## src/rtl/lsu_pkg.sv

```systemverilog
// -----------------------------------------------------------------------------
// lsu_pkg
//   Shared types and helpers for the load/store unit.
//   - size_e   : access size encoding as it appears on req_size
//   - state_e  : control FSM states of load_store_unit
//   - misaligned()  : alignment rule for a given size and byte offset
//   - lane_merge()  : insert a byte/halfword into an existing word (RMW store)
//   - load_extend() : pick the addressed lane of a word and sign/zero extend
//   All lane arithmetic is little-endian: byte lane = addr[1:0],
//   halfword lane = addr[1].
// -----------------------------------------------------------------------------
package lsu_pkg;

    typedef enum logic [1:0] {
        SZ_BYTE    = 2'b00,
        SZ_HALF    = 2'b01,
        SZ_WORD    = 2'b10,
        SZ_ILLEGAL = 2'b11
    } size_e;

    typedef enum logic [1:0] {
        IDLE   = 2'b00,
        ACCESS = 2'b01,
        WRITE  = 2'b10,
        RESP   = 2'b11
    } state_e;

    localparam int WORD_BITS = 32;

    // Halfwords need an even address, words a multiple of four.
    function automatic logic misaligned(input size_e size, input logic [1:0] off);
        logic result;
        case (size)
            SZ_HALF: result = off[0];
            SZ_WORD: result = (off != 2'b00);
            default: result = 1'b0;
        endcase
        return result;
    endfunction

    // Replace the addressed lane of old_word with the low bits of data.
    // Word-sized merges simply return data.
    function automatic logic [WORD_BITS-1:0] lane_merge(
        input logic [WORD_BITS-1:0] old_word,
        input logic [WORD_BITS-1:0] data,
        input size_e                size,
        input logic [1:0]           off
    );
        logic [WORD_BITS-1:0] result;
        result = old_word;
        case (size)
            SZ_BYTE: result[{off, 3'b000} +: 8]       = data[7:0];
            SZ_HALF: result[{off[1], 4'b0000} +: 16]  = data[15:0];
            default: result                           = data;
        endcase
        return result;
    endfunction

    // Extract the addressed lane and extend it to a full word. The sign
    // bit is the top bit of the lane unless is_unsigned is set; word loads
    // return the word untouched.
    function automatic logic [WORD_BITS-1:0] load_extend(
        input logic [WORD_BITS-1:0] word,
        input size_e                size,
        input logic [1:0]           off,
        input logic                 is_unsigned
    );
        logic [7:0]           lane_b;
        logic [15:0]          lane_h;
        logic                 sign_b;
        logic                 sign_h;
        logic [WORD_BITS-1:0] result;
        lane_b = word[{off, 3'b000} +: 8];
        lane_h = word[{off[1], 4'b0000} +: 16];
        sign_b = lane_b[7] & ~is_unsigned;
        sign_h = lane_h[15] & ~is_unsigned;
        case (size)
            SZ_BYTE: result = {{24{sign_b}}, lane_b};
            SZ_HALF: result = {{16{sign_h}}, lane_h};
            default: result = word;
        endcase
        return result;
    endfunction

endpackage : lsu_pkg

```

## src/rtl/lsu_align.sv

```systemverilog
// -----------------------------------------------------------------------------
// lsu_align
//   Purely combinational lane logic for the load/store unit.
//   Ports:
//     rd_word     in  32  word currently read from data memory
//     wdata       in  32  right-aligned store data
//     size        in  2   access size (size_e)
//     off         in  2   byte offset within the word (addr[1:0])
//     is_unsigned in  1   zero-extend loads when high
//     load_data   out 32  extracted and extended load result
//     merged_word out 32  rd_word with the addressed lane replaced by wdata
// -----------------------------------------------------------------------------
module lsu_align
    import lsu_pkg::*;
(
    input  logic [31:0] rd_word,
    input  logic [31:0] wdata,
    input  size_e       size,
    input  logic [1:0]  off,
    input  logic        is_unsigned,
    output logic [31:0] load_data,
    output logic [31:0] merged_word
);

    assign load_data   = load_extend(rd_word, size, off, is_unsigned);
    assign merged_word = lane_merge(rd_word, wdata, size, off);

endmodule : lsu_align

```

## src/rtl/load_store_unit.sv

```systemverilog
// -----------------------------------------------------------------------------
// load_store_unit
//   Initiator side of the word-addressed data memory. Takes one load/store
//   request at a time over a valid/ready handshake, performs byte/halfword/
//   word accesses (sub-word stores via read-modify-write) and returns a
//   one-cycle response pulse with extended load data and a fault flag.
//
//   Parameters:
//     DEPTH  number of 32-bit words in the attached memory
//     AW     width of the CPU byte address
//   Ports:
//     clk, rst       clock (rising edge), asynchronous active-high reset
//     req_valid/req_ready          request handshake (ready only in IDLE)
//     req_we, req_size, req_unsigned, req_addr, req_wdata  request fields
//     resp_valid     one-cycle completion pulse
//     resp_rdata     extended load data (0 for stores and faults)
//     resp_fault     fault flag, qualified by resp_valid
//     mem_a, mem_we, mem_wd        memory word index, write enable, data
//     mem_rd         combinational memory read data
//
//   Latency from accept edge to resp_valid: fault 1, load 2, word store 2,
//   sub-word store 3 cycles.
// -----------------------------------------------------------------------------
module load_store_unit
    import lsu_pkg::*;
#(
    parameter int DEPTH = 1024,
    parameter int AW    = 32
) (
    input  logic          clk,
    input  logic          rst,
    input  logic          req_valid,
    output logic          req_ready,
    input  logic          req_we,
    input  logic [1:0]    req_size,
    input  logic          req_unsigned,
    input  logic [AW-1:0] req_addr,
    input  logic [31:0]   req_wdata,
    output logic          resp_valid,
    output logic [31:0]   resp_rdata,
    output logic          resp_fault,
    output logic [31:0]   mem_a,
    output logic          mem_we,
    output logic [31:0]   mem_wd,
    input  logic [31:0]   mem_rd
);

    // Control state and captured request
    state_e        state_reg;
    logic          we_reg;
    size_e         size_reg;
    logic          unsigned_reg;
    logic [AW-1:0] addr_reg;
    logic [31:0]   wdata_reg;

    // Registered outputs
    logic          req_ready_reg;
    logic          resp_valid_reg;
    logic [31:0]   resp_rdata_reg;
    logic          resp_fault_reg;
    logic          mem_we_reg;
    logic [31:0]   mem_wd_reg;

    // Request decode, only meaningful in IDLE at the accept edge
    logic          accept;
    size_e         req_size_e;
    logic [AW-1:0] req_word_idx;
    logic          req_fault;
    logic          req_word_store;

    // Lane logic results on the captured request and live memory data
    logic [31:0]   load_data;
    logic [31:0]   merged_word;

    assign accept         = req_valid && req_ready_reg;
    assign req_size_e     = size_e'(req_size);
    assign req_word_idx   = req_addr >> 2;
    assign req_fault      = (req_size_e == SZ_ILLEGAL)
                         || misaligned(req_size_e, req_addr[1:0])
                         || (req_word_idx >= AW'(DEPTH));
    assign req_word_store = req_we && (req_size_e == SZ_WORD);

    lsu_align u_align (
        .rd_word     (mem_rd),
        .wdata       (wdata_reg),
        .size        (size_reg),
        .off         (addr_reg[1:0]),
        .is_unsigned (unsigned_reg),
        .load_data   (load_data),
        .merged_word (merged_word)
    );

    always_ff @(posedge clk or posedge rst) begin
        if (rst) begin
            state_reg      <= IDLE;
            we_reg         <= 1'b0;
            size_reg       <= SZ_BYTE;
            unsigned_reg   <= 1'b0;
            addr_reg       <= '0;
            wdata_reg      <= '0;
            req_ready_reg  <= 1'b1;
            resp_valid_reg <= 1'b0;
            resp_rdata_reg <= '0;
            resp_fault_reg <= 1'b0;
            mem_we_reg     <= 1'b0;
            mem_wd_reg     <= '0;
        end else begin
            case (state_reg)
                IDLE: begin
                    if (accept) begin
                        we_reg         <= req_we;
                        size_reg       <= req_size_e;
                        unsigned_reg   <= req_unsigned;
                        addr_reg       <= req_addr;
                        wdata_reg      <= req_wdata;
                        req_ready_reg  <= 1'b0;
                        resp_rdata_reg <= '0;
                        mem_wd_reg     <= req_wdata;
                        if (req_fault) begin
                            // Faults skip memory entirely and respond next cycle
                            resp_fault_reg <= 1'b1;
                            resp_valid_reg <= 1'b1;
                            state_reg      <= RESP;
                        end else begin
                            resp_fault_reg <= 1'b0;
                            // A word store writes during ACCESS, so raise the
                            // enable together with the captured address.
                            mem_we_reg     <= req_word_store;
                            state_reg      <= ACCESS;
                        end
                    end
                end

                ACCESS: begin
                    if (!we_reg) begin
                        resp_rdata_reg <= load_data;
                        resp_valid_reg <= 1'b1;
                        state_reg      <= RESP;
                    end else if (size_reg == SZ_WORD) begin
                        // The word write lands on this edge
                        mem_we_reg     <= 1'b0;
                        resp_valid_reg <= 1'b1;
                        state_reg      <= RESP;
                    end else begin
                        // Sub-word store: old word is on mem_rd now, write
                        // the merged result in the next cycle.
                        mem_wd_reg     <= merged_word;
                        mem_we_reg     <= 1'b1;
                        state_reg      <= WRITE;
                    end
                end

                WRITE: begin
                    mem_we_reg     <= 1'b0;
                    resp_valid_reg <= 1'b1;
                    state_reg      <= RESP;
                end

                RESP: begin
                    resp_valid_reg <= 1'b0;
                    req_ready_reg  <= 1'b1;
                    state_reg      <= IDLE;
                end

                default: begin
                    state_reg     <= IDLE;
                    mem_we_reg    <= 1'b0;
                    req_ready_reg <= 1'b1;
                end
            endcase
        end
    end

    assign req_ready  = req_ready_reg;
    assign resp_valid = resp_valid_reg;
    assign resp_rdata = resp_rdata_reg;
    assign resp_fault = resp_fault_reg;
    assign mem_a      = 32'(addr_reg >> 2);
    assign mem_we     = mem_we_reg;
    assign mem_wd     = mem_wd_reg;

endmodule : load_store_unit

```

## config.mk

```make
export PLATFORM = sky130hd
export DESIGN_NAME = load_store_unit
export DESIGN_NICKNAME = d
export VERILOG_FILES = /design/src/rtl/lsu_pkg.sv /design/src/rtl/lsu_align.sv /design/src/rtl/load_store_unit.sv
export SDC_FILE = /design/constraint.sdc
export NUM_CORES = 1
export LEC_CHECK = 0
export ABC_CLOCK_PERIOD_IN_PS = 8400
export BUFFER_PORTS_ARGS = -buffer_cell sky130_fd_sc_hd__clkbuf_2
export CAP_MARGIN = 25
export CORE_MARGIN = 3
export CORE_UTILIZATION = 57
export CTS_CLUSTER_DIAMETER = 200
export DETAILED_ROUTE_END_ITERATION = 8
export GPL_ROUTABILITY_DRIVEN = 0
export PLACE_DENSITY = 0.86
export SYNTH_ARGS = -nofsm -noshare
export SYNTH_HDL_FRONTEND = slang
export SYNTH_SLANG_ARGS = --single-unit
```

## constraint.sdc

```tcl
create_clock -name clk -period 8.4 [get_ports clk]
set_clock_uncertainty 0.1 [all_clocks]
set_input_delay 0.84 -clock clk [delete_from_list [all_inputs] [get_ports clk]]
set_output_delay 0.84 -clock clk [all_outputs]
set_load 0.01 [all_outputs]
```

==> flow_metrics.py <==
metrics = {
    "outcome": {
        "outcome": "complete, no violations",
    },
    "floorplan": {
        "die-area_um2": 13900,
        "die_h_um": 118,
        "coreArea_um2": 12200,
        "start_util": 0.589,
        "die_x_um": 118,
        "io_pins": 203,
        "core.rowCount": 40,
    },
    "setup_path": {
        "reg2reg_slack_ps": 4980,
        "crit_type": "flip-flop to flip-flop",
        "rr_endpoint": "mem_wd[30]",
        "required_ps": 8650,
        "cp.arrival_ps": 3660,
        "worstReg2RegStart": "addr_reg[0]",
        "end_kind": "flip-flop",
        "ff2ff_path_depth": 7,
        "critPathMaxFanout": 18,
        "start_kind": "flip-flop",
    },
    "cells_and_area": {
        "multiInputGateArea_um2": 3240,
        "final_common_cell": "clkbuf_2",
        "area_delta_synth_final_pct": 21.2,
        "final_cell_mix": "clkbuf_2 (200), dfrtp_1 (137), nand2_1 (87)",
        "nets": 957,
        "antenna_cells": 0,
        "seqCellArea_um2": 3450,
        "drive_above_1_share": 0.342,
        "nFillCells": 889,
    },
    "placed_design": {
        "portBuffers": 200,
        "dp_slack_ps": 4850,
        "place_hpwl_um": 14800,
    },
    "cts": {
        "clk_latency_ps": 420,
        "cts.repair.resized": 0,
        "clock-root-buffer": "clkbuf_16",
        "cts_num_sinks": 138,
        "cts_tree": "yes",
        "cts_buffers": 17,
        "cts.htree.levels": 4,
        "post_cts_buffers": 0,
        "clk_path_buf_depth": 2,
        "hold_buffers": 0,
        "clkTransAtPathRegs_ps": 50,
    },
    "sta": {
        "slew_headroom": 0.285,
        "timing.fmax_mhz": 293,
        "hold_violations": 0,
        "period_share": 0.407,
        "tightest_slew_ps": 1070,
        "period_needed_ps": 3420,
        "setup_viol": 0,
        "drv_slew": 0,
        "setup_tns_ps": 0,
        "timing.final.ws_setup_ps": 4980,
        "rsz0062_at_grt": "no",
    },
    "worst_hold_path": {
        "hp-class": "primary input to async pin",
    },
    "grt": {
        "grt_pass1_wl_um": 32300,
        "grt_pass1_vias": 5828,
        "grt.total_usage": 0.296,
        "antenna_found_initial": 0,
        "grt_max_degree": 81,
        "grt_remaining_overflow": 0,
    },
    "routing": {
        "vias": 6274,
        "drt_iter0_drc": 652,
        "first_pass_iters": 5,
        "viasPerCell": 6.16,
        "wirelength_um": 20900,
        "drcViolationCount": 0,
        "wl_per_cell_um": 20.5,
        "ant_nets": 0,
    },
    "synth": {
        "synth_area_per_cell_um2": 10.4,
        "syn_area_um2": 7160,
        "synth_cells": 686,
        "synth.distinct_cells": 53,
        "async_flop_share": 1.00,
        "synth_edf_count": 0,
        "synth.yosys.warnings": 0,
        "yosysSeqAreaShare": 0.482,
        "ys.flop_type": "dfrtp_1",
        "synth_seq_cells": 138,
    },
    "run": {
        "cap_violations": 0,
    },
    "power": {
        "p_leak_nw": 4.16,
        "peakVddDrop_uv": 181,
        "p_per_area_nw_per_um2": 410,
    },
}
-- synth_stat cells, drive strengths merged, types with 5 or more instances --
library cell / n / area share
mux2: 73 / 0.12
a21oi: 17 / 0.012
nand2b: 8 / 0.0070
o31ai: 27 / 0.028
o21ai: 39 / 0.028
nand2: 88 / 0.046
a221o: 16 / 0.022
inv: 19 / 0.010
dfrtp: 137 / 0.48
ha: 12 / 0.021
mux2i: 12 / 0.017
nor2: 51 / 0.027
a31oi: 5 / 0.0044
nor2b: 10 / 0.0087
o221ai: 7 / 0.0086
a32o: 7 / 0.0098
buf: 40 / 0.039
clkbuf: 34 / 0.018
nand3: 5 / 0.0035
a221oi: 34 / 0.042
nor3: 5 / 0.0051
-- cell type report --
class	count	share of cell area
Sequential cell	138	0.398
Multi-Input combinational cell	455	0.374
Timing Repair Buffer	210	0.131
Clock buffer	26	0.0598
Tap cell	168	0.0242
Inverter	20	0.00923
Clock inverter	2	0.00404
-- worst max path at each step --
stage               slack [ps]     endpoint    startpoint
floorplan                 3770  addr_reg[0]           rst
global placement          4930   mem_wd[27]     req_valid
detailed placement        4850   mem_wd[21]     req_valid
CTS                       4840    mem_wd[8]  state_reg[0]
global route              4830   mem_wd[30]   addr_reg[0]
finish                    4980   mem_wd[30]   addr_reg[0]
-- routing by layer --
metal	track usage	share of wire
met1	0.404	0.40
met2	0.452	0.46
met3	0.0716	0.10
met4	0.127	0.037
met5	0	0
-- power by group --
group          internal [mW]  leakage [nW]  switching (mW)
clock network          0.447         0.274           0.254
registers              0.975          1.71           0.265
logic                  0.675          2.18           0.941
-- cells by family (layout without fill, tap and decap cells) --
logic type | after synthesis | in the layout | synth area share
flops | 138 | 138 | 0.482
simple gates | 183 | 183 | 0.114
compound gates | 171 | 171 | 0.177
fa+ha+maj | 12 | 12 | 0.0210
mux | 87 | 87 | 0.138
buf+inv | 94 | 258 | 0.0671
other cells | 1 | 2 | 0.000524
-- per-stage QoR --
stage	util	total power, mW	hold slack (ps)	instances	cell area, µm²
after floorplan	-	2.35	365	687	7160
after global placement	0.661	2.73	360	987	8040
after detailed placement	0.661	2.79	366	987	8040
after CTS	0.706	3.51	378	1015	8590
after global routing	0.714	3.77	392	1019	8680
final	0.714	3.56	346	1019	8680
-- worst max-delay path, cell delays in order, from the launching register on --
cell	delay (ps)
dfrtp_1	760
clkinv_1	470
ha_1	440
nor3b_1	860
nand3_1	160
a221oi_1	310
a21oi_1	90
o21ai_1	150
Power figures use the tool's default switching activity.
